`src/rtl/uart_cmd_rx.sv`:
```
// Receive end of the host UART command link: 8N1 deserialiser feeding a
// SETUP-frame parser (opcode, 4-byte address, 4-byte length, MSB first).
module uart_cmd_rx #(
  parameter int         CLK_PER_BIT = 352,
  parameter logic [7:0] OP_SETUP    = 8'h30
) (
  input  logic        clk,
  input  logic        reset,
  input  logic        uart_rxd,
  output logic        cmd_valid,
  input  logic        cmd_ready,
  output logic [7:0]  cmd_opcode,
  output logic [31:0] cmd_addr,
  output logic [31:0] cmd_len,
  output logic [7:0]  rx_byte,
  output logic        rx_byte_valid,
  output logic        frame_error,
  output logic        cmd_error,
  output logic        busy
);

  // state    | meaning
  // B_IDLE   | line idle, waiting for a start edge (armed once line seen high)
  // B_START  | counting to mid start bit, rejects glitches
  // B_DATA   | sampling 8 data bits LSB first at mid-bit
  // B_STOP   | sampling stop bit, publishes byte or flags frame error
  // P_OP     | waiting for an opcode byte
  // P_ADDR   | shifting in 4 address bytes
  // P_LEN    | shifting in 4 length bytes
  // P_HOLD   | command presented, waiting for cmd_ready
  typedef enum logic [1:0] {B_IDLE, B_START, B_DATA, B_STOP} bit_state_t;
  typedef enum logic [1:0] {P_OP, P_ADDR, P_LEN, P_HOLD} parse_state_t;

  localparam logic [8:0] LP_FULL = 9'(CLK_PER_BIT - 1);
  localparam logic [8:0] LP_HALF = 9'(CLK_PER_BIT / 2 - 1);

  logic         r_sync1;
  logic         r_sync2;
  logic         w_rxs;

  bit_state_t   r_bstate;
  logic [8:0]   r_baud;
  logic [2:0]   r_bit_idx;
  logic [7:0]   r_shift;
  logic         r_armed;
  logic [7:0]   r_rx_byte;
  logic         r_rx_byte_valid;
  logic         r_frame_error;

  parse_state_t r_pstate;
  logic [1:0]   r_byte_cnt;
  logic [7:0]   r_cmd_opcode;
  logic [31:0]  r_cmd_addr;
  logic [31:0]  r_cmd_len;
  logic         r_cmd_valid;
  logic         r_cmd_error;

  always_ff @(posedge clk) begin
    if (reset) begin
      r_sync1 <= 1'b1;
      r_sync2 <= 1'b1;
    end else begin
      r_sync1 <= uart_rxd;
      r_sync2 <= r_sync1;
    end
  end

  assign w_rxs = r_sync2;

  // r_armed forces the line to be seen idle after reset or a bad stop bit,
  // so a start is never detected in the middle of someone else's byte.
  always_ff @(posedge clk) begin
    if (reset) begin
      r_bstate        <= B_IDLE;
      r_baud          <= '0;
      r_bit_idx       <= '0;
      r_shift         <= '0;
      r_armed         <= 1'b0;
      r_rx_byte       <= '0;
      r_rx_byte_valid <= 1'b0;
      r_frame_error   <= 1'b0;
    end else begin
      r_rx_byte_valid <= 1'b0;
      r_frame_error   <= 1'b0;
      case (r_bstate)
        B_IDLE: begin
          if (w_rxs) begin
            r_armed <= 1'b1;
          end else if (r_armed) begin
            r_baud   <= LP_HALF;
            r_bstate <= B_START;
          end
        end
        B_START: begin
          if (r_baud == 9'd0) begin
            if (w_rxs) begin
              r_bstate <= B_IDLE;
            end else begin
              r_baud    <= LP_FULL;
              r_bit_idx <= 3'd0;
              r_bstate  <= B_DATA;
            end
          end else begin
            r_baud <= r_baud - 9'd1;
          end
        end
        B_DATA: begin
          if (r_baud == 9'd0) begin
            r_shift[r_bit_idx] <= w_rxs;
            r_baud             <= LP_FULL;
            if (r_bit_idx == 3'd7) begin
              r_bstate <= B_STOP;
            end else begin
              r_bit_idx <= r_bit_idx + 3'd1;
            end
          end else begin
            r_baud <= r_baud - 9'd1;
          end
        end
        B_STOP: begin
          if (r_baud == 9'd0) begin
            if (w_rxs) begin
              r_rx_byte       <= r_shift;
              r_rx_byte_valid <= 1'b1;
            end else begin
              r_frame_error <= 1'b1;
              r_armed       <= 1'b0;
            end
            r_bstate <= B_IDLE;
          end else begin
            r_baud <= r_baud - 9'd1;
          end
        end
        default: r_bstate <= B_IDLE;
      endcase
    end
  end

  always_ff @(posedge clk) begin
    if (reset) begin
      r_pstate     <= P_OP;
      r_byte_cnt   <= '0;
      r_cmd_opcode <= '0;
      r_cmd_addr   <= '0;
      r_cmd_len    <= '0;
      r_cmd_valid  <= 1'b0;
      r_cmd_error  <= 1'b0;
    end else begin
      r_cmd_error <= 1'b0;
      case (r_pstate)
        P_OP: begin
          if (r_rx_byte_valid) begin
            if (r_rx_byte == OP_SETUP) begin
              r_cmd_opcode <= r_rx_byte;
              r_cmd_addr   <= '0;
              r_cmd_len    <= '0;
              r_byte_cnt   <= 2'd0;
              r_pstate     <= P_ADDR;
            end else begin
              r_cmd_error <= 1'b1;
            end
          end
        end
        P_ADDR: begin
          if (r_frame_error) begin
            r_cmd_opcode <= '0;
            r_cmd_addr   <= '0;
            r_pstate     <= P_OP;
          end else if (r_rx_byte_valid) begin
            r_cmd_addr <= {r_cmd_addr[23:0], r_rx_byte};
            r_byte_cnt <= r_byte_cnt + 2'd1;
            if (r_byte_cnt == 2'd3) begin
              r_pstate <= P_LEN;
            end
          end
        end
        P_LEN: begin
          if (r_frame_error) begin
            r_cmd_opcode <= '0;
            r_cmd_addr   <= '0;
            r_cmd_len    <= '0;
            r_pstate     <= P_OP;
          end else if (r_rx_byte_valid) begin
            r_cmd_len  <= {r_cmd_len[23:0], r_rx_byte};
            r_byte_cnt <= r_byte_cnt + 2'd1;
            if (r_byte_cnt == 2'd3) begin
              r_cmd_valid <= 1'b1;
              r_pstate    <= P_HOLD;
            end
          end
        end
        P_HOLD: begin
          // Bytes arriving while a command is held are overruns and dropped.
          if (r_rx_byte_valid) begin
            r_cmd_error <= 1'b1;
          end
          if (r_cmd_valid && cmd_ready) begin
            r_cmd_valid <= 1'b0;
            r_pstate    <= P_OP;
          end
        end
        default: r_pstate <= P_OP;
      endcase
    end
  end

  assign cmd_valid     = r_cmd_valid;
  assign cmd_opcode    = r_cmd_opcode;
  assign cmd_addr      = r_cmd_addr;
  assign cmd_len       = r_cmd_len;
  assign rx_byte       = r_rx_byte;
  assign rx_byte_valid = r_rx_byte_valid;
  assign frame_error   = r_frame_error;
  assign cmd_error     = r_cmd_error;
  assign busy          = (r_pstate != P_OP) || r_cmd_valid;

endmodule

```
`config.mk`:
```
export PLATFORM = sky130hd
export DESIGN_NAME = uart_cmd_rx
export DESIGN_NICKNAME = d
export VERILOG_FILES = /design/src/rtl/uart_cmd_rx.sv
export SDC_FILE = /design/constraint.sdc
export NUM_CORES = 1
export LEC_CHECK = 0
export ABC_AREA = 1
export BUFFER_PORTS_ARGS = -buffer_cell sky130_fd_sc_hd__buf_2
export CAP_MARGIN = 25
export CELL_PAD_IN_SITES_DETAIL_PLACEMENT = 0
export CELL_PAD_IN_SITES_GLOBAL_PLACEMENT = 2
export CORE_ASPECT_RATIO = 0.5
export CORE_MARGIN = 4
export CORE_UTILIZATION = 31
export DETAILED_ROUTE_END_ITERATION = 10
export GPL_TIMING_DRIVEN = 1
export HOLD_SLACK_MARGIN = 0.12
export PLACE_DENSITY = 0.87
export SLEW_MARGIN = 20
export SYNTH_ARGS = -nofsm -noshare
export SYNTH_HDL_FRONTEND = slang
export SYNTH_SLANG_ARGS = --single-unit
export TNS_END_PERCENT = 20
```
`constraint.sdc`:
```
create_clock -name clk -period 2.6 [get_ports clk]
set_input_delay 0.39 -clock clk [delete_from_list [all_inputs] [get_ports clk]]
set_output_delay 0.39 -clock clk [all_outputs]
set_load 0.005 [all_outputs]
```
* Word-level counts from Yosys, hierarchy flattened
Cells that the tools add are included.
Widths: inputs -> output; s select.
** Word-level totals
- Flip-flop bits (word level) :: 113
- Output and inout port bits :: 85
- Logic and storage cells :: 152
** Operators by class
- $add $sub $neg :: 3
- Order comparisons :: 2
- Equality and inequality tests :: 35
- Muxes and demuxes :: 66
- Bitwise operators :: 2
- Reductions and logical operators :: 27
** Operators by type and width (number)
- $mux 32 :: 7
- $pmux 32 s3 :: 1
- $pmux 32 s2 :: 1
- $mux 9 :: 6
- $mux 2 :: 20
- $ne 2x2->1 const B :: 19
- $pmux 9 s4 :: 1
- $mux 8 :: 3
- $reduce_and 5->1 :: 4
- $pmux 2 s4 :: 2
- $pmux 8 s2 :: 1
- $reduce_and 4->1 :: 4
- $ne 3x3->1 const B :: 5
- $mux 1 :: 13
- $mux 3 :: 4
- $reduce_bool 2->1 :: 6
- $eq 2x2->1 const B :: 5
- $logic_not 9->1 :: 1
- $sub 9x1->9 const B :: 1
- $bwmux 8 :: 1
- $eq 8x6->1 const B :: 1
- $reduce_and 7->1 :: 1
- $pmux 1 s2 :: 3
- $pmux 3 s2 :: 1
- 19 further kinds :: 24

* Depth between registers and ports, before layout
- Depth in word-level cells :: 5
- Depth in mapped cells :: 11
- Gate-level depth less buffers :: 11

* Worst setup path before layout
No wires, ideal clock.
- Path type :: reg2reg
- Start point :: register r_bstate[0]
- End point :: register r_bstate[0]
- Library setup time :: 117 ps
- Arrival time :: 1659 ps
- Required time :: 2483 ps
- Path slack :: 824 ps
- Cell stages (with the launch flop) :: 10
- Path buffers :: 1
- Period minus slack after synthesis :: 1776 ps
- Cell sequence :: dfxtp_1 inv_1 ha_1 clkbuf_2 or2_2 or2_2 nand2_1 nand2_1 nor3_1 nor2_1
** Between the ends
- Cells in the longest elaborated chain, start to end :: 3
- Elaborated cells on any way between the ends :: 12
** RTL lines
- start: declaration :: RTL line 41 : bit_state_t r_bstate;
- start signal: assignment :: RTL line 74 : r_bstate <= B_IDLE;
- start signal: assignment :: RTL line 91 : r_bstate <= B_START;
- start signal: assignment :: RTL line 97 : r_bstate <= B_IDLE;
- $eq 2x2->1, or another cell as far along :: RTL line 85 : case (r_bstate)
- $ne 2x2->1 (no source line)
- $reduce_and 6->1 (no source line)
Several ways; a longest one is shown, not always the timed one.
A chain may end at the register's enable or synchronous reset.

* Worst setup path after layout
- Start point :: register r_pstate[0]
- End point :: register r_cmd_len[31] (netlist: cmd_len[31])
** Between the ends
- Cells in the longest elaborated chain, start to end :: 3
- Elaborated cells on any way between the ends :: 8
** RTL lines
- start: declaration :: RTL line 50 : parse_state_t r_pstate;
- start signal: assignment :: RTL line 141 : r_pstate <= P_OP;
- start signal: assignment :: RTL line 158 : r_pstate <= P_ADDR;
- start signal: assignment :: RTL line 168 : r_pstate <= P_OP;
- $eq 2x2->1 or $logic_not 2->1 (tied branches) :: RTL line 150 : case (r_pstate)
- $ne 3x3->1 (no source line), or another cell as far along
- $reduce_and 4->1 (no source line)
- end signal: assignment :: RTL line 184 : r_cmd_len <= {r_cmd_len[23:0], r_rx_byte};
- end: declaration :: RTL line 54 : logic [31:0] r_cmd_len;
Several ways; a longest one is shown, not always the timed one.

==> impl_metrics.prom <==
# TYPE chip_impl_metric gauge
chip_impl_metric{name="number_of_buffers_between_clock_root_and_the_deepest_sink",unit=""} 2
chip_impl_metric{name="placement.setup.worst_slack",unit="ps"} 384
chip_impl_info{name="dominantRegCellSynth",value="dfxtp_1"} 1
chip_impl_metric{name="clkSinkCount",unit=""} 113
chip_impl_metric{name="dr.pass1.iters",unit=""} 4
chip_impl_metric{name="seq_area_frac_synth",unit=""} 0.418
chip_impl_metric{name="yosysTopAreaCellShare",unit=""} 0.418
chip_impl_metric{name="rrSetupSlack",unit="ps"} 350
chip_impl_metric{name="antenna_violating_nets_post_route",unit=""} 0
chip_impl_metric{name="htree_levels",unit=""} 4
chip_impl_metric{name="cts_made_buffers",unit=""} 17
chip_impl_metric{name="antenna_cells_inserted",unit=""} 0
chip_impl_info{name="timing.rr.end",value="cmd_len[31]"} 1
chip_impl_metric{name="dp_hpwl",unit="um"} 9670
chip_impl_metric{name="layout-area-overhead-vs-synth",unit="%"} 23.6
chip_impl_metric{name="post-cts-setup-buffers",unit=""} 0
chip_impl_metric{name="final_estimated_routing_congestion_in_global_placement",unit=""} 0.799
chip_impl_metric{name="period_needed",unit="ps"} 2250
chip_impl_metric{name="post_synth_num_cell_types",unit=""} 36
chip_impl_info{name="timing.setup.critical_path_class",value="flip-flop to flip-flop"} 1
chip_impl_metric{name="crit_fanout",unit=""} 52
chip_impl_metric{name="layout_worst_path_cycle_share",unit=""} 0.864
chip_impl_metric{name="vdd_ir_drop_max",unit="uV"} 401
chip_impl_metric{name="post_synth_edffs",unit=""} 0
chip_impl_metric{name="vias_per_cell",unit=""} 4.61
chip_impl_metric{name="holdPathStages",unit=""} 2
chip_impl_info{name="rsz0062_at_grt",value="false"} 1
chip_impl_metric{name="fin_tns_setup",unit="ps"} 0
chip_impl_metric{name="clock_insertion_delay_worst_skew",unit="ps"} 410
chip_impl_metric{name="r2r.worst_path.cells",unit=""} 11
chip_impl_metric{name="postCtsResizedCells",unit=""} 0
chip_impl_metric{name="worst_ep_arrival_time",unit="ps"} 2550
chip_impl_metric{name="grt.overflow.total",unit=""} 0
chip_impl_metric{name="grt_usage",unit=""} 0.145
chip_impl_metric{name="first_global_vias",unit=""} 4678
chip_impl_info{name="startpoint_class",value="flip-flop"} 1
chip_impl_metric{name="chip_width",unit="um"} 195
chip_impl_metric{name="synth_fp_nets",unit=""} 804
chip_impl_metric{name="worst_case_headroom_to_the_max_slew_limit",unit=""} 0.504
chip_impl_metric{name="die_height",unit="um"} 101
chip_impl_metric{name="hold_worst_slack",unit="ps"} 179
chip_impl_metric{name="floorplan.initialDensity",unit=""} 0.324
chip_impl_metric{name="full_die_area",unit="um2"} 19800
chip_impl_metric{name="core_area",unit="um2"} 16700
chip_impl_metric{name="final_hold_vio_count",unit=""} 0
chip_impl_metric{name="rows",unit=""} 33
chip_impl_metric{name="clk_transition_reported_paths",unit="ps"} 50
chip_impl_metric{name="drc",unit=""} 0
chip_impl_metric{name="finalSetupViolations",unit=""} 0
chip_impl_metric{name="grt_first_pass_wirelength",unit="um"} 23800
chip_impl_metric{name="detailed_router_s_first_iteration_violation_count",unit=""} 327
chip_impl_info{name="reg2reg_from",value="r_pstate[0]"} 1
chip_impl_metric{name="final-max-slew-violation-count",unit=""} 0
chip_impl_metric{name="clock-skew-final",unit="ps"} 14.6
chip_impl_info{name="min_path_type",value="input port to flip-flop"} 1
chip_impl_metric{name="total_power",unit="mW"} 4.62
chip_impl_metric{name="routed_wire_length_per_instance",unit="um"} 13.0
chip_impl_info{name="worstSetupEndpointType",value="flip-flop"} 1
chip_impl_info{name="hold_path_end",value="r_sync1"} 1
chip_impl_metric{name="finalWorstSetupSlack",unit="ps"} 353
chip_impl_metric{name="yosys_warnings",unit=""} 0
chip_impl_metric{name="p_leak",unit="nW"} 2.82
chip_impl_metric{name="power-per-cell-area",unit="nW/um2"} 691
chip_impl_metric{name="worstPathRequired",unit="ps"} 2900
chip_impl_metric{name="syn-instance-count",unit=""} 787
chip_impl_info{name="cts_tree",value="built"} 1
chip_impl_metric{name="n_fill_cell",unit=""} 1774
chip_impl_metric{name="layout-drive-gt1-share",unit=""} 0.172
chip_impl_metric{name="synth_area",unit="um2"} 5410
chip_impl_metric{name="worstMarginPinSlew",unit="ps"} 740
chip_impl_metric{name="fmax",unit="MHz"} 445
chip_impl_metric{name="port_buffers",unit=""} 88
chip_impl_metric{name="timing.max_cap.violations",unit=""} 0
chip_impl_info{name="ys_top_cells_by_area",value="dfxtp_1 42%, nand2_1 12%, a21oi_1 8.3%"} 1
chip_impl_metric{name="post_synthesis_async_set_or_reset_flop_share",unit=""} 0
chip_impl_metric{name="grt_max_degree",unit=""} 71
chip_impl_info{name="synth_top_area_cell",value="dfxtp_1"} 1
chip_impl_metric{name="totalWireLength",unit="um"} 14300
chip_impl_metric{name="design.final.nets",unit=""} 876
chip_impl_info{name="clock_root_buffer",value="clkbuf_16"} 1
chip_impl_metric{name="ys_seq_elements",unit=""} 113
chip_impl_metric{name="synthesis.area_per_instance",unit="um2"} 6.88
chip_impl_metric{name="routed-via-count",unit=""} 5069
chip_impl_info{name="synth_common_cells",value="174 x nand2_1, 113 x dfxtp_1, 108 x nor2_1"} 1
chip_impl_metric{name="post_cts_hold_buffer_count",unit=""} 0
chip_impl_metric{name="io_pins",unit=""} 89
chip_impl_info{name="timing.hold.worst.start",value="uart_rxd"} 1
chip_impl_info{name="outcome",value="finished clean"} 1
chip_impl_metric{name="grt_antenna_before_repair",unit=""} 0
chip_impl_info{name="yosysMostFrequentCell",value="nand2_1"} 1
==> routing by layer <==
metal  track usage  share of wire
met4        0.0440         0.0092
met2         0.234           0.46
met3        0.0329          0.024
met5             0              0
met1         0.197           0.51
==> area by class of cell <==
type                            instances  area, um2  share of cell area
Clock buffer                           20        467              0.0697
Clock inverter                         12        179              0.0267
Inverter                               79        297              0.0443
Multi-Input combinational cell        547       2630               0.393
Sequential cell                       113       2260               0.338
Tap cell                              227        284              0.0424
Timing Repair Buffer                  101        576              0.0860
==> critical path, stage by stage (launching register included) <==
cell and delay, ps:
dfxtp_1 400, inv_1 90, ha_1 340, inv_2 150, nor2_4 60, nor2_1 160, nor2_1 100, a21oi_4 330
buf_12 280, nand3_1 110, nand2_1 80, nor2_1 40
==> logic make-up (layout without fill, tap and decap cells) <==
group                    Yosys count  count (layout)  synth area share
AND/OR/NAND/NOR                  412             412             0.334
AO/OA/AOI/OAI                    120             120             0.116
adder cells (fa/ha/maj)           13              13            0.0300
buffers and inverters            127             212            0.0987
XOR/XNOR                           2               2           0.00324
flip-flops                       113             113             0.418
==> registers in the layout, indices dropped and copies added, names as in the netlist, named ones only <==
signal / flops
r_baud: 9
rx_byte: 8
cmd_addr: 32
cmd_len: 32
r_pstate: 2
r_sync1: 1
cmd_valid: 1
r_bit_idx: 3
r_armed: 1
frame_error: 1
r_sync2: 1
r_byte_cnt: 2
rx_byte_valid: 1
cmd_opcode: 8
r_bstate: 1
r_shift: 8
cmd_error: 1
==> per-stage QoR <==
stage | instance area (um2) | util | instances
after global routing | 6690 | 0.400 | 1099
final | 6690 | 0.400 | 1099
after CTS | 6690 | 0.400 | 1099
after detailed placement | 6050 | 0.362 | 1067
after global placement | 6050 | 0.362 | 1067
after floorplan | 5410 | - | 787
==> worst max path at each step <==
| stage | end | depth (start not counted) | slack (ps) | start |
|---|---|---|---|---|
| 6_report | cmd_len[31] | 11 | 350 | r_pstate[0] |
| 5_1_grt | cmd_len[15] | 11 | 110 | r_pstate[0] |
| 4_1_cts | cmd_len[31] | 11 | 380 | r_pstate[0] |
| 3_5_place_dp | cmd_len[31] | 11 | 380 | r_pstate[0] |
| 3_3_place_gp | cmd_addr[2] | 7 | 450 | frame_error |
| 2_1_floorplan | r_bstate[0] | 9 | 820 | r_bstate[0] |
==> report_power, final <==
group          internal (mW)  switching [mW]
logic                  0.108           0.222
clock network           1.68           0.831
registers               1.76          0.0239
==> cells in the final DEF (no fill, tap or decap), types with 2 or more instances in the layout <==
cell type	Yosys	routed
nand2_1	174	174
dfxtp_1	113	113
nor2_1	108	108
a21oi_1	90	90
buf_2	21	88
inv_1	75	75
nand3_1	63	63
nand4_1	37	37
o21ai_0	21	21
clkbuf_16	0	17
nor3_1	15	15
ha_1	13	13
buf_4	2	10
or2_2	5	5
bufinv_16	0	4
inv_2	3	3
clkbuf_8	0	3
clkinvlp_4	0	3
buf_12	0	3
o211ai_1	2	2
a21boi_0	2	2
nor2_4	2	2
clkinv_2	0	2
clkinv_4	0	2
No activity file was read; power rests on OpenSTA's default activity.
